**src/rtl/if_stage.sv**
```systemverilog
// if_stage: MIPS instruction fetch. Owns the PC, selects next PC, registers the fetched word into IF/ID.
// Optional IF_PERF_CNT_EN adds saturating fetch_cnt/bubble_cnt outputs.
module if_stage #(
  parameter logic [31:0] RESET_PC = 32'h0000_0000,
  parameter logic [31:0] NOP_WORD = 32'h0000_0000
) (
  input  logic        clk,
  input  logic        reset,
  input  logic        stall,
  input  logic        flush,
  input  logic [1:0]  redirect_sel,
  input  logic [31:0] id_pc4,
  input  logic [25:0] id_target26,
  input  logic [31:0] jr_target,
  input  logic [31:0] branch_target,
  output logic [31:0] imem_addr,
  input  logic [31:0] imem_rdata,
  output logic [31:0] pc,
  output logic [31:0] if_id_ir,
  output logic [31:0] if_id_pc4,
  output logic        if_id_valid
`ifdef IF_PERF_CNT_EN
  ,
  output logic [31:0] fetch_cnt,
  output logic [31:0] bubble_cnt
`endif
);

  localparam logic [1:0] SEL_SEQ = 2'b00;
  localparam logic [1:0] SEL_J   = 2'b01;
  localparam logic [1:0] SEL_JR  = 2'b10;
  localparam logic [1:0] SEL_BR  = 2'b11;

  logic [31:0] pc_q, pc_d;
  logic [31:0] ir_q, ir_d;
  logic [31:0] pc4_q, pc4_d;
  logic        valid_q, valid_d;
  logic [31:0] pc_plus4;
  logic [31:0] next_pc;
  logic        take_bubble;
  logic        take_fetch;
  logic        unused_bits;

  assign pc_plus4 = pc_q + 32'd4;

  always_comb begin
    next_pc = pc_plus4;
    case (redirect_sel)
      SEL_J:   next_pc = {id_pc4[31:28], id_target26, 2'b00};
      SEL_JR:  next_pc = {jr_target[31:2], 2'b00};
      SEL_BR:  next_pc = {branch_target[31:2], 2'b00};
      default: next_pc = pc_plus4;
    endcase
  end

  // A redirect always kills the word being fetched, same as an explicit flush.
  always_comb begin
    take_bubble = !stall && ((redirect_sel != SEL_SEQ) || flush);
    take_fetch  = !stall && (redirect_sel == SEL_SEQ) && !flush;
  end

  always_comb begin
    pc_d    = pc_q;
    ir_d    = ir_q;
    pc4_d   = pc4_q;
    valid_d = valid_q;
    if (take_bubble) begin
      pc_d    = next_pc;
      ir_d    = NOP_WORD;
      pc4_d   = 32'd0;
      valid_d = 1'b0;
    end else if (take_fetch) begin
      pc_d    = pc_plus4;
      ir_d    = imem_rdata;
      pc4_d   = pc_plus4;
      valid_d = 1'b1;
    end
  end

  always_ff @(posedge clk) begin
    if (reset) begin
      pc_q    <= RESET_PC;
      ir_q    <= NOP_WORD;
      pc4_q   <= 32'd0;
      valid_q <= 1'b0;
    end else begin
      pc_q    <= pc_d;
      ir_q    <= ir_d;
      pc4_q   <= pc4_d;
      valid_q <= valid_d;
    end
  end

  assign imem_addr   = pc_q;
  assign pc          = pc_q;
  assign if_id_ir    = ir_q;
  assign if_id_pc4   = pc4_q;
  assign if_id_valid = valid_q;

  // Only the top nibble of id_pc4 and the upper 30 bits of the register targets matter.
  assign unused_bits = ^{id_pc4[27:0], jr_target[1:0], branch_target[1:0]};

`ifdef IF_PERF_CNT_EN
  logic [31:0] fetch_cnt_q;
  logic [31:0] bubble_cnt_q;

  always_ff @(posedge clk) begin
    if (reset) begin
      fetch_cnt_q  <= 32'd0;
      bubble_cnt_q <= 32'd0;
    end else begin
      if (take_fetch && (fetch_cnt_q != 32'hFFFF_FFFF)) begin
        fetch_cnt_q <= fetch_cnt_q + 32'd1;
      end
      if (take_bubble && (bubble_cnt_q != 32'hFFFF_FFFF)) begin
        bubble_cnt_q <= bubble_cnt_q + 32'd1;
      end
    end
  end

  assign fetch_cnt  = fetch_cnt_q;
  assign bubble_cnt = bubble_cnt_q;
`endif

endmodule

```
**config.mk**
```make
export PLATFORM = sky130hd
export DESIGN_NAME = if_stage
export DESIGN_NICKNAME = d
export VERILOG_FILES = /design/src/rtl/if_stage.sv
export SDC_FILE = /design/constraint.sdc
export NUM_CORES = 1
export LEC_CHECK = 0
export BUFFER_PORTS_ARGS = -buffer_cell sky130_fd_sc_hd__buf_2
export CORE_AREA = 2 2 113 115
export DETAILED_ROUTE_END_ITERATION = 12
export DIE_AREA = 0 0 115 117
export GPL_TIMING_DRIVEN = 0
export PLACE_DENSITY_LB_ADDON = 0.05
export SYNTH_ARGS = -nofsm -noshare
export SYNTH_HDL_FRONTEND = slang
export SYNTH_SLANG_ARGS = --single-unit
```
**constraint.sdc**
```tcl
create_clock -name clk -period 2.4 [get_ports clk]
set_input_delay 0.24 -clock clk [delete_from_list [all_inputs] [get_ports clk]]
set_output_delay 0.24 -clock clk [all_outputs]
set_load 0.01 [all_outputs]
```
==> flow_summary.ini <==
[layout]
mostFrequentLayoutCells = buf_2 (259), dfxtp_1 (92), nor2_1 (61)
drive_gt1_share_pct = 40.5
fin_nets = 1027
final_common_cell = buf_2
diodes = 0
stdcell_area_sq_mm = 0.00689
area_delta_synth_final_pct = 35.2

[critical_path]
setup.worst_path.end_class = flip-flop
critPathTopFamily = simple AND/OR/NAND/NOR gates
critPathRequiredTime_ps = 2600
r2r_cells = 6
start_kind = input port
slowest_delay_ps = 930
path_class = input port to flip-flop
critPathMaxFanout = 10
cp-startpoint = redirect_sel[1]
path_common_cell = buf_2
r2r-start = imem_addr[3]
reg2reg_to = imem_addr[24]
path_buf_inv = 3
reg2reg_setup_slack_ps = 150
cp_slowest_cell = nor3_1
arrival_ps = 2520
path_cells = clkbuf_1, or2_2, buf_2, nor3_1, buf_2, a221oi_1

[power_and_ir_drop]
finalPower_mw = 4.03
ir_drop_mv = 0.404
p_per_area_mw_per_mm2 = 584
power_leakage_nw = 3.33

[placed_design]
dpl.hpwl_mm = 14.3
portBuffers = 248
placed_cell_area_sq_mm = 0.00655
place.gp.congestion = 0.907

[clock_tree]
clock_path_buffers = 2
cts_max_level = 3
clk_pin_slew_ps = 70
insertion_delay_ps = 350
cts_tree = yes
ctsHoldBuffers = 0
cts_sinks = 93
cts_buffers = 9
root_buffer = clkbuf_16

[global_route]
antenna_found_initial = 0
grt_remaining_overflow = 0
grt_pass1_vias = 5232
grt_max_degree = 16
grt_usage_pct = 27.0
grt_pass1_wl_mm = 27.6

[timing]
max_freq_mhz = 432
rsz0062_at_grt = false
skew_ps = 11.4
finalSetupViolCount = 0
hold_violations = 0
fin_crit_ps = 2310
worstMarginPinSlew_ps = 1210
max_slew_margin_pct = 18.5
period_share_pct = 96.4
maxSlewViolCount = 0

[detailed_routing]
drt_wl_total_mm = 18.7
top_layer = met4
drtPass1Iterations = 4
post_drt_wl_per_cell_um = 18.3
drc = 0
drt_iter0_markers = 304
drtAntennaViolNets = 0
dr_wl_met2_mm = 8.96
m1WireLength_mm = 8.00
vias = 5587
routed_via_density = 5.47
wl_met3_mm = 1.25

[synth]
postSynth.asyncResetShare_pct = 0
synth_cells = 600
ys_warn_count = 0
avgSynthCellArea_sq_um = 8.50
ys.flop_type = dfxtp_1
ys_seq_area_share_pct = 36.5
netlist_area_sq_mm = 0.00510
synth_seq_cells = 93
yosysUniqueCellTypes = 56
synth_edf_count = 0

[floorplanning]
fp.dieW_um = 115
core_area_sq_mm = 0.0123
ios = 289
die_h_um = 117
die_area_sq_mm = 0.0135
start_util_pct = 41.4
fp-row-count = 41

[hold_path]
worstHoldPathCells = 3
hold_class = input port to flip-flop
min_from = imem_rdata[23]
hold-path-endpoint = if_id_ir[23]

[job]
drv_cap = 0

[status]
status = finished, final reports clean
-- Yosys cell counts, types with 2 or more instances --
library cell	instances	share of area, %
o21ai_0	20	2.0
inv_1	35	2.6
a31oi_1	5	0.61
buf_2	11	1.1
a21oi_1	34	3.3
nor2_1	61	4.5
and3_1	10	1.2
nand4_1	6	0.74
a221oi_1	26	4.5
mux2_2	14	3.1
a22o_1	3	0.52
xor2_1	16	2.7
xnor2_1	10	1.7
a221oi_2	4	1.2
buf_4	36	5.3
a31o_2	2	0.34
or3_1	2	0.25
clkbuf_1	32	2.4
a22oi_1	8	1.2
nor3_1	8	0.79
buf_1	5	0.37
o32ai_1	3	0.52
o221a_2	5	1.1
nand2_1	29	2.1
and4_1	5	0.86
o22ai_1	34	4.2
nor4_1	6	0.74
o211a_1	2	0.39
dfxtp_1	93	37
nand3_1	20	2.0
nor2b_1	2	0.25
o31a_1	3	0.52
nor3b_1	2	0.29
a211oi_1	3	0.44
o31ai_1	3	0.44
mux4_2	4	1.8
nor4_2	3	0.74
mux2i_1	17	3.3
-- power by group --
group	switching (mW)	internal, mW	total, mW
registers	0.105	1.64	1.75
logic	0.431	0.387	0.818
clock network	0.622	0.838	1.46
-- worst min-delay path, cell delays in order --
cell and delay [ps]:
buf_2 80, o22ai_1 50, nor2_1 70
-- cells by family after synthesis --
logic type | synth area share (%)
AND/OR/NAND/NOR | 16.3
multiplexers | 8.49
other | 0.0736
flip-flops | 36.5
XOR/XNOR | 4.47
AO/OA/AOI/OAI | 22.2
buffers and inverters | 11.7
adder cells (fa/ha/maj) | 0.245
-- state kept, by name, indices dropped and copies added (netlist names) --
name / flops
if_id_valid: 1
if_id_pc4: 30
imem_addr: 30
if_id_ir: 32
-- layer usage --
| layer | GRT usage, % | vias up |
|---|---|---|
| met5 | 0 | - |
| met3 | 5.61 | 31 |
| li1 | - | 2677 |
| met2 | 46.0 | 230 |
| met4 | 11.0 | 0 |
| met1 | 33.5 | 2649 |
-- through the flow --
stage	worst slack [ps]	setup TNS [ps]	utilization, %	hold slack, ps	cells
final	87.2	0	56.0	117	1021
after global placement	-161	-6470	53.2	432	1003
after floorplan	435	0	-	383	605
after CTS	37.0	0	55.7	111	1019
after detailed placement	-229	-8820	53.2	446	1003
after global routing	8.39	0	56.0	118	1021
-- layout make-up --
| cell class | instances | area, sq um |
|---|---|---|
| Fill cell | 1232 | 5420 |
| Multi-Input combinational cell | 393 | 2690 |
| Sequential cell | 93 | 1860 |
| Timing Repair Buffer | 250 | 1260 |
| Buffer | 84 | 464 |
| Clock buffer | 11 | 243 |
| Tap cell | 150 | 188 |
| Inverter | 35 | 131 |
| Clock inverter | 5 | 60.1 |
-- worst max-delay path by stage --
stage | cells after the start | slack [ps] | end
after global routing | 6 | 8 | if_id_pc4[30]
final | 6 | 90 | if_id_pc4[21]
after detailed placement | 7 | -230 | if_id_pc4[21]
after global placement | 6 | -160 | if_id_pc4[23]
after CTS | 6 | 40 | imem_addr[18]
after floorplan | 6 | 440 | imem_addr[18]
-- repair_timing --
action / in CTS / in global routing
pin swaps: 0 / 2
setup endpoints to repair: 1 / 28
resized for setup: 1 / 4
cloned: 0 / 0
buffers inserted: 0 / 2
(Power assumes the default switching activity.)
